[config.mk]
export PLATFORM = sky130hd
export DESIGN_NAME = matrix_mac_seq_flat
export DESIGN_NICKNAME = d
export VERILOG_FILES = /design/src/rtl/matrix_mac_seq_if.sv /design/src/rtl/matrix_mac_seq.sv /design/src/flat_wrapper.sv
export SDC_FILE = /design/constraint.sdc
export NUM_CORES = 2
export LEC_CHECK = 0
export CORE_MARGIN = 3
export CORE_UTILIZATION = 40
export CTS_CLUSTER_SIZE = 14
export DETAILED_ROUTE_END_ITERATION = 7
export PLACE_DENSITY = 0.57
export RECOVER_POWER = 100
export REMOVE_ABC_BUFFERS = 1
export SYNTH_ARGS = -nofsm -noshare
export SYNTH_HDL_FRONTEND = slang
export SYNTH_SLANG_ARGS = --single-unit
[constraint.sdc]
create_clock -name clk -period 16.1 [get_ports clk]
set_clock_uncertainty 0.05 [all_clocks]
set_input_delay 3.22 -clock clk [delete_from_list [all_inputs] [get_ports clk]]
set_output_delay 3.22 -clock clk [all_outputs]
set_load 0.05 [all_outputs]
[src/rtl/matrix_mac_seq_if.sv]
// rtl/matrix_mac_seq_if.sv - operand/result bundle with start/busy/done handshake for matrix_mac_seq
interface matrix_mac_seq_if #(
  parameter int N    = 3,
  parameter int DW   = 8,
  parameter int ACCW = 18
) ();
  logic                  start;
  logic                  signed_mode;
  logic                  acc_mode;
  logic [N*N*DW-1:0]     a_flat;
  logic [N*N*DW-1:0]     b_flat;
  logic [N*N*ACCW-1:0]   c_flat;
  logic                  busy;
  logic                  done;

  modport master (
    output start, signed_mode, acc_mode, a_flat, b_flat,
    input  c_flat, busy, done
  );

  modport slave (
    input  start, signed_mode, acc_mode, a_flat, b_flat,
    output c_flat, busy, done
  );
endinterface

[src/rtl/matrix_mac_seq.sv]
// rtl/matrix_mac_seq.sv - multi-cycle NxN matrix multiply-accumulate, one row of N MAC lanes per step
// Operands are captured on accept; row i, inner index k advance one step per cycle.
module matrix_mac_seq #(
  parameter int N    = 3,
  parameter int DW   = 8,
  parameter int ACCW = 18
) (
  input  logic             clk,
  input  logic             rst_n,
  matrix_mac_seq_if.slave  bus
);
  localparam int             CW   = $clog2(N);
  localparam logic [CW-1:0]  LAST = CW'(N - 1);

  generate
    if (N < 2 || ACCW < 2 * DW + $clog2(N)) begin : g_bad_params
      $error("matrix_mac_seq: need N >= 2 and ACCW >= 2*DW + clog2(N)");
    end
  endgenerate

  typedef enum logic [1:0] {IDLE, COMPUTE, FINISH} state_t;

  state_t            r_state;
  state_t            w_next;
  logic [DW-1:0]     w_a_in [N][N];
  logic [DW-1:0]     w_b_in [N][N];
  logic [DW-1:0]     r_a    [N][N];
  logic [DW-1:0]     r_b    [N][N];
  logic [ACCW-1:0]   r_acc  [N][N];
  logic [ACCW-1:0]   r_c    [N][N];
  logic [ACCW-1:0]   w_prod [N];
  logic [ACCW-1:0]   w_a_ext;
  logic              r_signed;
  logic              r_done;
  logic [CW-1:0]     r_i;
  logic [CW-1:0]     r_k;
  logic              w_last;

  function automatic logic [ACCW-1:0] ext(input logic [DW-1:0] x, input logic s);
    return s ? {{(ACCW-DW){x[DW-1]}}, x} : {{(ACCW-DW){1'b0}}, x};
  endfunction

  generate
    for (genvar gr = 0; gr < N; gr++) begin : g_row
      for (genvar gc = 0; gc < N; gc++) begin : g_col
        assign w_a_in[gr][gc] = bus.a_flat[(gr*N+gc)*DW +: DW];
        assign w_b_in[gr][gc] = bus.b_flat[(gr*N+gc)*DW +: DW];
        assign bus.c_flat[(gr*N+gc)*ACCW +: ACCW] = r_c[gr][gc];
      end
    end
  endgenerate

  // One A element is shared by every column lane in the current step.
  always_comb begin
    w_a_ext = ext(r_a[r_i][r_k], r_signed);
    for (int j = 0; j < N; j++) begin
      w_prod[j] = w_a_ext * ext(r_b[r_k][j], r_signed);
    end
  end

  assign w_last   = (r_i == LAST) && (r_k == LAST);
  assign bus.busy = (r_state != IDLE);
  assign bus.done = r_done;

  always_ff @(posedge clk) begin
    if (!rst_n) r_state <= IDLE;
    else        r_state <= w_next;
  end

  always_comb begin
    w_next = r_state;
    case (r_state)
      IDLE:    if (bus.start) w_next = COMPUTE;
      COMPUTE: if (w_last)    w_next = FINISH;
      FINISH:                 w_next = IDLE;
      default:                w_next = IDLE;
    endcase
  end

  always_ff @(posedge clk) begin
    if (!rst_n) begin
      r_i      <= '0;
      r_k      <= '0;
      r_signed <= 1'b0;
      r_done   <= 1'b0;
      for (int r = 0; r < N; r++) begin
        for (int c = 0; c < N; c++) begin
          r_a[r][c]   <= '0;
          r_b[r][c]   <= '0;
          r_acc[r][c] <= '0;
          r_c[r][c]   <= '0;
        end
      end
    end else begin
      r_done <= (r_state == FINISH);
      case (r_state)
        IDLE: begin
          if (bus.start) begin
            r_signed <= bus.signed_mode;
            r_i      <= '0;
            r_k      <= '0;
            for (int r = 0; r < N; r++) begin
              for (int c = 0; c < N; c++) begin
                r_a[r][c]   <= w_a_in[r][c];
                r_b[r][c]   <= w_b_in[r][c];
                r_acc[r][c] <= bus.acc_mode ? r_c[r][c] : '0;
              end
            end
          end
        end
        COMPUTE: begin
          for (int j = 0; j < N; j++) begin
            r_acc[r_i][j] <= r_acc[r_i][j] + w_prod[j];
          end
          if (r_k == LAST) begin
            r_k <= '0;
            r_i <= w_last ? '0 : r_i + 1'b1;
          end else begin
            r_k <= r_k + 1'b1;
          end
        end
        FINISH: begin
          for (int r = 0; r < N; r++) begin
            for (int c = 0; c < N; c++) begin
              r_c[r][c] <= r_acc[r][c];
            end
          end
        end
        default: ;
      endcase
    end
  end
endmodule

[src/flat_wrapper.sv]
// flat-port wrapper written by rule: the top's interface ports become plain ports
module matrix_mac_seq_flat 
#(
  parameter int N    = 3,
  parameter int DW   = 8,
  parameter int ACCW = 18
)
  (clk, rst_n, bus_start, bus_signed_mode, bus_acc_mode, bus_a_flat, bus_b_flat, bus_c_flat, bus_busy, bus_done);
  matrix_mac_seq_if #(.N(N), .DW(DW), .ACCW(ACCW)) bus_i ();
  input  logic clk;
  input  logic rst_n;
  input wire logic [$bits(bus_i.start)-1:0] bus_start;
  input wire logic [$bits(bus_i.signed_mode)-1:0] bus_signed_mode;
  input wire logic [$bits(bus_i.acc_mode)-1:0] bus_acc_mode;
  input wire logic [$bits(bus_i.a_flat)-1:0] bus_a_flat;
  input wire logic [$bits(bus_i.b_flat)-1:0] bus_b_flat;
  output wire logic [$bits(bus_i.c_flat)-1:0] bus_c_flat;
  output wire logic [$bits(bus_i.busy)-1:0] bus_busy;
  output wire logic [$bits(bus_i.done)-1:0] bus_done;
  assign bus_i.start = bus_start;
  assign bus_i.signed_mode = bus_signed_mode;
  assign bus_i.acc_mode = bus_acc_mode;
  assign bus_i.a_flat = bus_a_flat;
  assign bus_i.b_flat = bus_b_flat;
  assign bus_c_flat = bus_i.c_flat;
  assign bus_busy = bus_i.busy;
  assign bus_done = bus_i.done;
  matrix_mac_seq #(.N(N), .DW(DW), .ACCW(ACCW)) u_core (.clk(clk), .rst_n(rst_n), .bus(bus_i));
endmodule
# --- After elaboration in Yosys (flattened, before gate mapping) ---
# Memory sizes are Yosys's and may differ from the RTL's. A register that Yosys moved wholly into a read port is not among the register bits.
# Cells that the tools add are included.
totals:
  register_bits: 8
  wordCells: 152
  mem_count: 4
  latch_bits: 0
  ram_bits: 468
  romBits: 0
  in_bits: 149
  output_inout_bits: 164
classes:
  eq_ne: 7
  n_bitwise: 37
  shift: 0
  order_cmp: 1
  mux: 81
  reduce_logical: 9
  n_div: 0
  add_sub_neg: 5
  mul: 3
mem_list:
  columns: ["memory", "words", "word_bits", "rd", "rd_ports_with_merged_regs", "write_ports", "line_no", "source"]
  rows:
  - ["u_core.r_acc", 3, 54, 4, 1, 3, "matrix_mac_seq.sv:29", "logic [ACCW-1:0] r_acc [N][N];"]
  - ["u_core.r_c", 3, 54, 3, 0, 3, "matrix_mac_seq.sv:30", "logic [ACCW-1:0] r_c [N][N];"]
  - ["u_core.r_a", 3, 24, 1, 1, 3, "matrix_mac_seq.sv:27", "logic [DW-1:0] r_a [N][N];"]
  - ["u_core.r_b", 3, 24, 1, 1, 3, "matrix_mac_seq.sv:28", "logic [DW-1:0] r_b [N][N];"]
ops:
  columns: ["cell", "n"]
  rows:
  - ["$mux W18", 31]
  - ["$mux W8", 20]
  - ["$add A18 B18 Y18", 3]
  - ["$mul A18 B18 Y18", 3]
  - ["$mux W54", 1]
  - ["$reduce_or A54 Y1", 1]
  - ["$or A1 B1 Y1", 36]
  - ["$mux W2", 13]
  - ["$bmux W8 S2", 1]
  - ["$pmux W2 S2", 3]
  - ["$mux W1", 11]
  - ["$eq A2 B2 Y1 const B", 3]
  - ["$reduce_and A2 Y1", 3]
  - ["$add A2 B1 Y2 const B", 2]
  - ["$ne A2 B1 Y1 const B", 2]
  - ["$reduce_bool A2 Y1", 2]
  - ["$ge A3 B3 Y1 const B", 1]
  - ["$mux W3", 1]
  - ["$not A2 Y3", 1]
  - ["$reduce_and A3 Y1", 1]
  - ["$eq A2 B1 Y1 const B", 1]
  - ["$logic_not A2 Y1", 1]
  - ["$ne A2 B2 Y1 const B", 1]
  - ["$logic_and A1 B1 Y1", 1]

# --- Longest topological paths before layout ---
depth:
  ltp_word: 8
  depth_mapped: 29
  mapped_depth_nobuf: 26

# --- Least setup slack after synthesis ---
# OpenSTA, ideal clock, no wires.
synth_path:
  path_type: "reg2reg"
  from: "reg u_core.r_state[1]"
  to: "mem u_core.r_c[0][0] (netlist bit) (enable)"
  period_less_slack_ns: 12.639
  arrival_time_ns: 11.682
  slack_ns: 3.461
  setup_time_ns: 0.907
  required_ns: 15.143
  n_path_buf: 0
  path_stages_with_launch: 3
  path_cell_list: "dfxtp_1 inv_1 o21ai_0"
synth_lines:
  columns: ["item", "line_no", "source"]
  rows:
  - ["start: declaration", "matrix_mac_seq.sv:23", "state_t r_state;"]
  - ["start signal: assignment", "matrix_mac_seq.sv:67", "else r_state <= w_next;"]
  - ["end: declaration", "matrix_mac_seq.sv:30", null]

==> flow_summary_export.csv <==
group,metric,value,unit
drt,dr.pass1.iters,5,
floorplan,fp.coreArea,88900,µm²
worst_setup_path,r2r_end,"u_core.r_acc[0][16]",
cells_and_area,layout_commonest_cell,"inv_1",
clock_tree,clockBufferDepth,3,
synthesis,synth_simple_gate_area_share,10.1,%
synthesis,synth.distinct_cells,63,
floorplan,die-area,93800,µm²
clock_tree,cts_root_buf,"clkbuf_16",
worst_setup_path,path_class,"in2reg",
clock_tree,cts_made_buffers,59,
worst_setup_path,cp_slowest_stage_delay,5.42,ns
synthesis,avgSynthCellArea,12.2,µm²
cells_and_area,layout_common_cells,"inv_1, edfxtp_1, fa_1, nor2_1, ha_1",
sta,slew_headroom,-413,%
run_status,status,"finished with violations",
synthesis,synthAdderAreaFrac,24.1,%
drt,drc,0,
sta,hold_viol_final,0,
place,portBuffers,312,
sta,drv_slew,1182,
place,dp.final_hpwl,71.0,mm
clock_tree,cts_resized,0,
power_and_ir_drop,power.total,0.00480,W
worst_hold_path,min_path_type,"reg2reg",
floorplan,initial_core_util,40.6,%
power_and_ir_drop,p_seq_share,36.6,%
drt,final_antenna_net_count,0,
synthesis,synth_area,36100,µm²
sta,final-setup-viol-count,0,
sta,fmax,85.6,MHz
global_routing,grt_max_degree,142,
clock_tree,clkSinkCount,534,
clock_tree,post_cts_buffers,0,
global_routing,gr-total-overflow,0,
cells_and_area,layout-drive-gt1-share,7.56,%
global_routing,grt_pass1_vias,25100,
synthesis,synth_top_family_by_area,"adder cells",
worst_setup_path,slowest_stage,"dlymetal6s4s_1",
clock_tree,path_clk_slew,0.06,ns
synthesis,muxShareOfSynthArea,5.02,%
drt,viasPerCell,5.30,
power_and_ir_drop,power.share.clock,27.6,%
worst_setup_path,critPathCaptureType,"flop",
global_routing,antenna_found_initial,2,
power_and_ir_drop,p_int,0.00308,W
power_and_ir_drop,p_sw,0.00172,W
run_status,violations,"capacitance limit, slew limit",
power_and_ir_drop,power_leakage,18.1,nW
worst_setup_path,r2r_slack,4.67,ns
clock_tree,cts_hold_buf,0,
drt,wirelength,101,mm
synthesis,postSynth.asyncResetShare,0,%
synthesis,seq_area_frac_synth,44.1,%
drt,wire_per_inst,22.8,µm
job,maxCapViolations,20,
floorplan,die_h,306,µm
cells_and_area,fillers,7967,
drt,drtIter0Drc,1630,
worst_setup_path,critPathLaunchType,"input pin",
worst_setup_path,worstPathArrival,11.64,ns
sta,min_period,11.68,ns
sta,fin_crit_sh,72.6,%
synthesis,synth_xor_area_share,3.07,%
synthesis,synth_compound_area_share,6.66,%
floorplan,die_w,306,µm
worst_setup_path,crit_start,"rst_n",
synthesis,synth_edf_count,522,
worst_setup_path,cp_max_fo,141,
clock_tree,cts_htree_levels,2,
power_and_ir_drop,comb_power_share,35.8,%
floorplan,num_rows,109,
power_and_ir_drop,pwr_density_cell,114,nW/µm²
worst_hold_path,hold_depth,1,
cells_and_area,area_growth,17.1,%
synthesis,ys.flop_type,"edfxtp_1",
place,gp_congestion,0.865,
sta,grt_setup_unrepaired,"no",
worst_setup_path,critPathCapture,"u_core.r_c[0][152]",
global_routing,grtUsageTotal,21.3,%
synthesis,synth_seq_cells,534,
worst_setup_path,path_depth,3,
worst_setup_path,path_buf_inv,2,
worst_setup_path,cp_top_family,"buffers and inverters",
synthesis,yosysWarnings,0,
global_routing,grt_pass1_wl,152,mm
clock_tree,clk_latency,0.64,ns
worst_setup_path,reg2reg_depth,27,
power_and_ir_drop,peakVddDrop,0.0000929,V
sta,hold_slack,0.492,ns
clock_tree,cts_tree,"yes",
power_and_ir_drop,sw_frac_of_total,35.8,%
sta,fin_tns_setup,0,ns
sta,tightest_slew,7.70,ns
cells_and_area,final_nets,3875,
drt,vias,23500,
worst_setup_path,crit_chain,"clkbuf_1 -> o21ai_0 -> dlymetal6s4s_1",
floorplan,ios,313,
worst_setup_path,cp.required,16.06,ns
synthesis,netlist_instances,2945,
==> through the flow <==
step	instances	cell area [µm²]	utilization (%)	setup WS (ns)
3_3_place_gp	4324	40500	45.6	7.00
3_5_place_dp	4324	40500	45.6	6.80
4_1_cts	4433	42400	47.7	6.78
6_report	4435	42200	47.5	4.42
2_1_floorplan	2809	35500	-	3.46
5_1_grt	4433	42200	47.5	3.65
==> how the worst min path moves through the flow <==
stage | from | endpoint | slack (ns)
3_5_place_dp | u_core.r_acc[2][35] | u_core.r_c[0][143] | 0.48
4_1_cts | u_core.r_acc[1][15] | u_core.r_c[0][69] | 0.50
2_1_floorplan | u_core.r_acc[2][0] | u_core.r_c[0][108] | 0.47
6_report | u_core.r_acc[0][3] | u_core.r_c[0][3] | 0.49
3_3_place_gp | u_core.r_acc[0][22] | u_core.r_c[0][22] | 0.47
5_1_grt | u_core.r_acc[0][3] | u_core.r_c[0][3] | 0.51
==> state kept, by name, summed over array words and instances, names as in the netlist, named ones only <==
register,flops
u_core.r_i,2
u_core.r_signed,1
u_core.r_k,2
u_core.r_a,72
u_core.r_acc,216
u_core.bus.done,1
u_core.r_c,162
u_core.r_state,2
u_core.r_b,72
==> layer usage <==
metal | routed length (µm) | up-vias | GRT usage (%)
met2 | 48700 | 741 | 35.6
met1 | 42100 | 12100 | 28.1
met4 | 3480 | 2 | 6.57
met3 | 6910 | 162 | 4.19
met5 | 13 | - | 0
li1 | - | 10500 | -
==> power groups by stage <==
stage	Clock (W)	Combinational, W	Sequential [W]
2_1_floorplan	0	0.00115	0.00182
3_3_place_gp	0	0.00169	0.00177
3_5_place_dp	0	0.00173	0.00177
4_1_cts	0.00135	0.00174	0.00175
5_1_grt	0.00141	0.00193	0.00177
6_report	0.00132	0.00172	0.00176
==> cell families after synthesis <==
family	after synthesis
DFF	534
xor gates and xnor gates	116
adders and majority gates	506
AOI/OAI and AO/OA	326
buffers and inverters	667
muxes	103
and+or+nand+nor	693
==> synth_stat cells, types with 5 or more instances <==
| cell | count | area [µm²] |
|---|---|---|
| and2_1 | 165 | 1030 |
| a22oi_1 | 6 | 45.0 |
| a22o_1 | 141 | 1230 |
| a211oi_1 | 5 | 37.5 |
| or2_2 | 44 | 275 |
| and3_1 | 146 | 913 |
| buf_1 | 6 | 22.5 |
| o22ai_1 | 8 | 50.1 |
| xnor2_1 | 89 | 780 |
| nor3_1 | 7 | 35.0 |
| clkbuf_1 | 116 | 435 |
| buf_2 | 12 | 60.1 |
| fa_1 | 312 | 6250 |
| nand2_1 | 42 | 158 |
| nand2b_1 | 12 | 75.1 |
| nor2_1 | 243 | 912 |
| o21ai_1 | 11 | 55.1 |
| a221o_1 | 8 | 80.1 |
| o21ai_0 | 38 | 190 |
| or3_1 | 10 | 62.6 |
| mux2i_1 | 33 | 330 |
| inv_1 | 528 | 1980 |
| dfxtp_1 | 12 | 240 |
| mux2_2 | 8 | 90.1 |
| a21oi_1 | 54 | 270 |
| ha_1 | 194 | 2430 |
| xor2_1 | 20 | 175 |
| a21o_1 | 23 | 173 |
| o21a_1 | 9 | 67.6 |
| edfxtp_1 | 522 | 15700 |
| nor2b_1 | 13 | 81.3 |
| mux4_2 | 61 | 1370 |
==> worst reg2reg max path, delay by kind of cell, from the launching register on <==
kind | cells | cell delay [ns]
adder cells (fa/ha/maj) | 7 | 3.00
buffers and inverters | 6 | 2.81
AO/OA/AOI/OAI | 8 | 2.00
AND/OR/NAND/NOR | 3 | 1.44
XOR/XNOR | 2 | 0.68
flip-flops | 1 | 0.63
multiplexers | 1 | 0.52
==> cell type report <==
class	instances	area [µm²]	share of cell area, %
clock inverters	38	352	0.833
well taps	1165	1460	3.45
clock buffers	71	1520	3.60
diodes	2	5.00	0.0119
repair buffers	350	3350	7.94
flip-flops and latches	534	15900	37.7
multi-input cells	1744	17600	41.7
inverters	531	1990	4.72
Power figures use the tool's default switching activity.
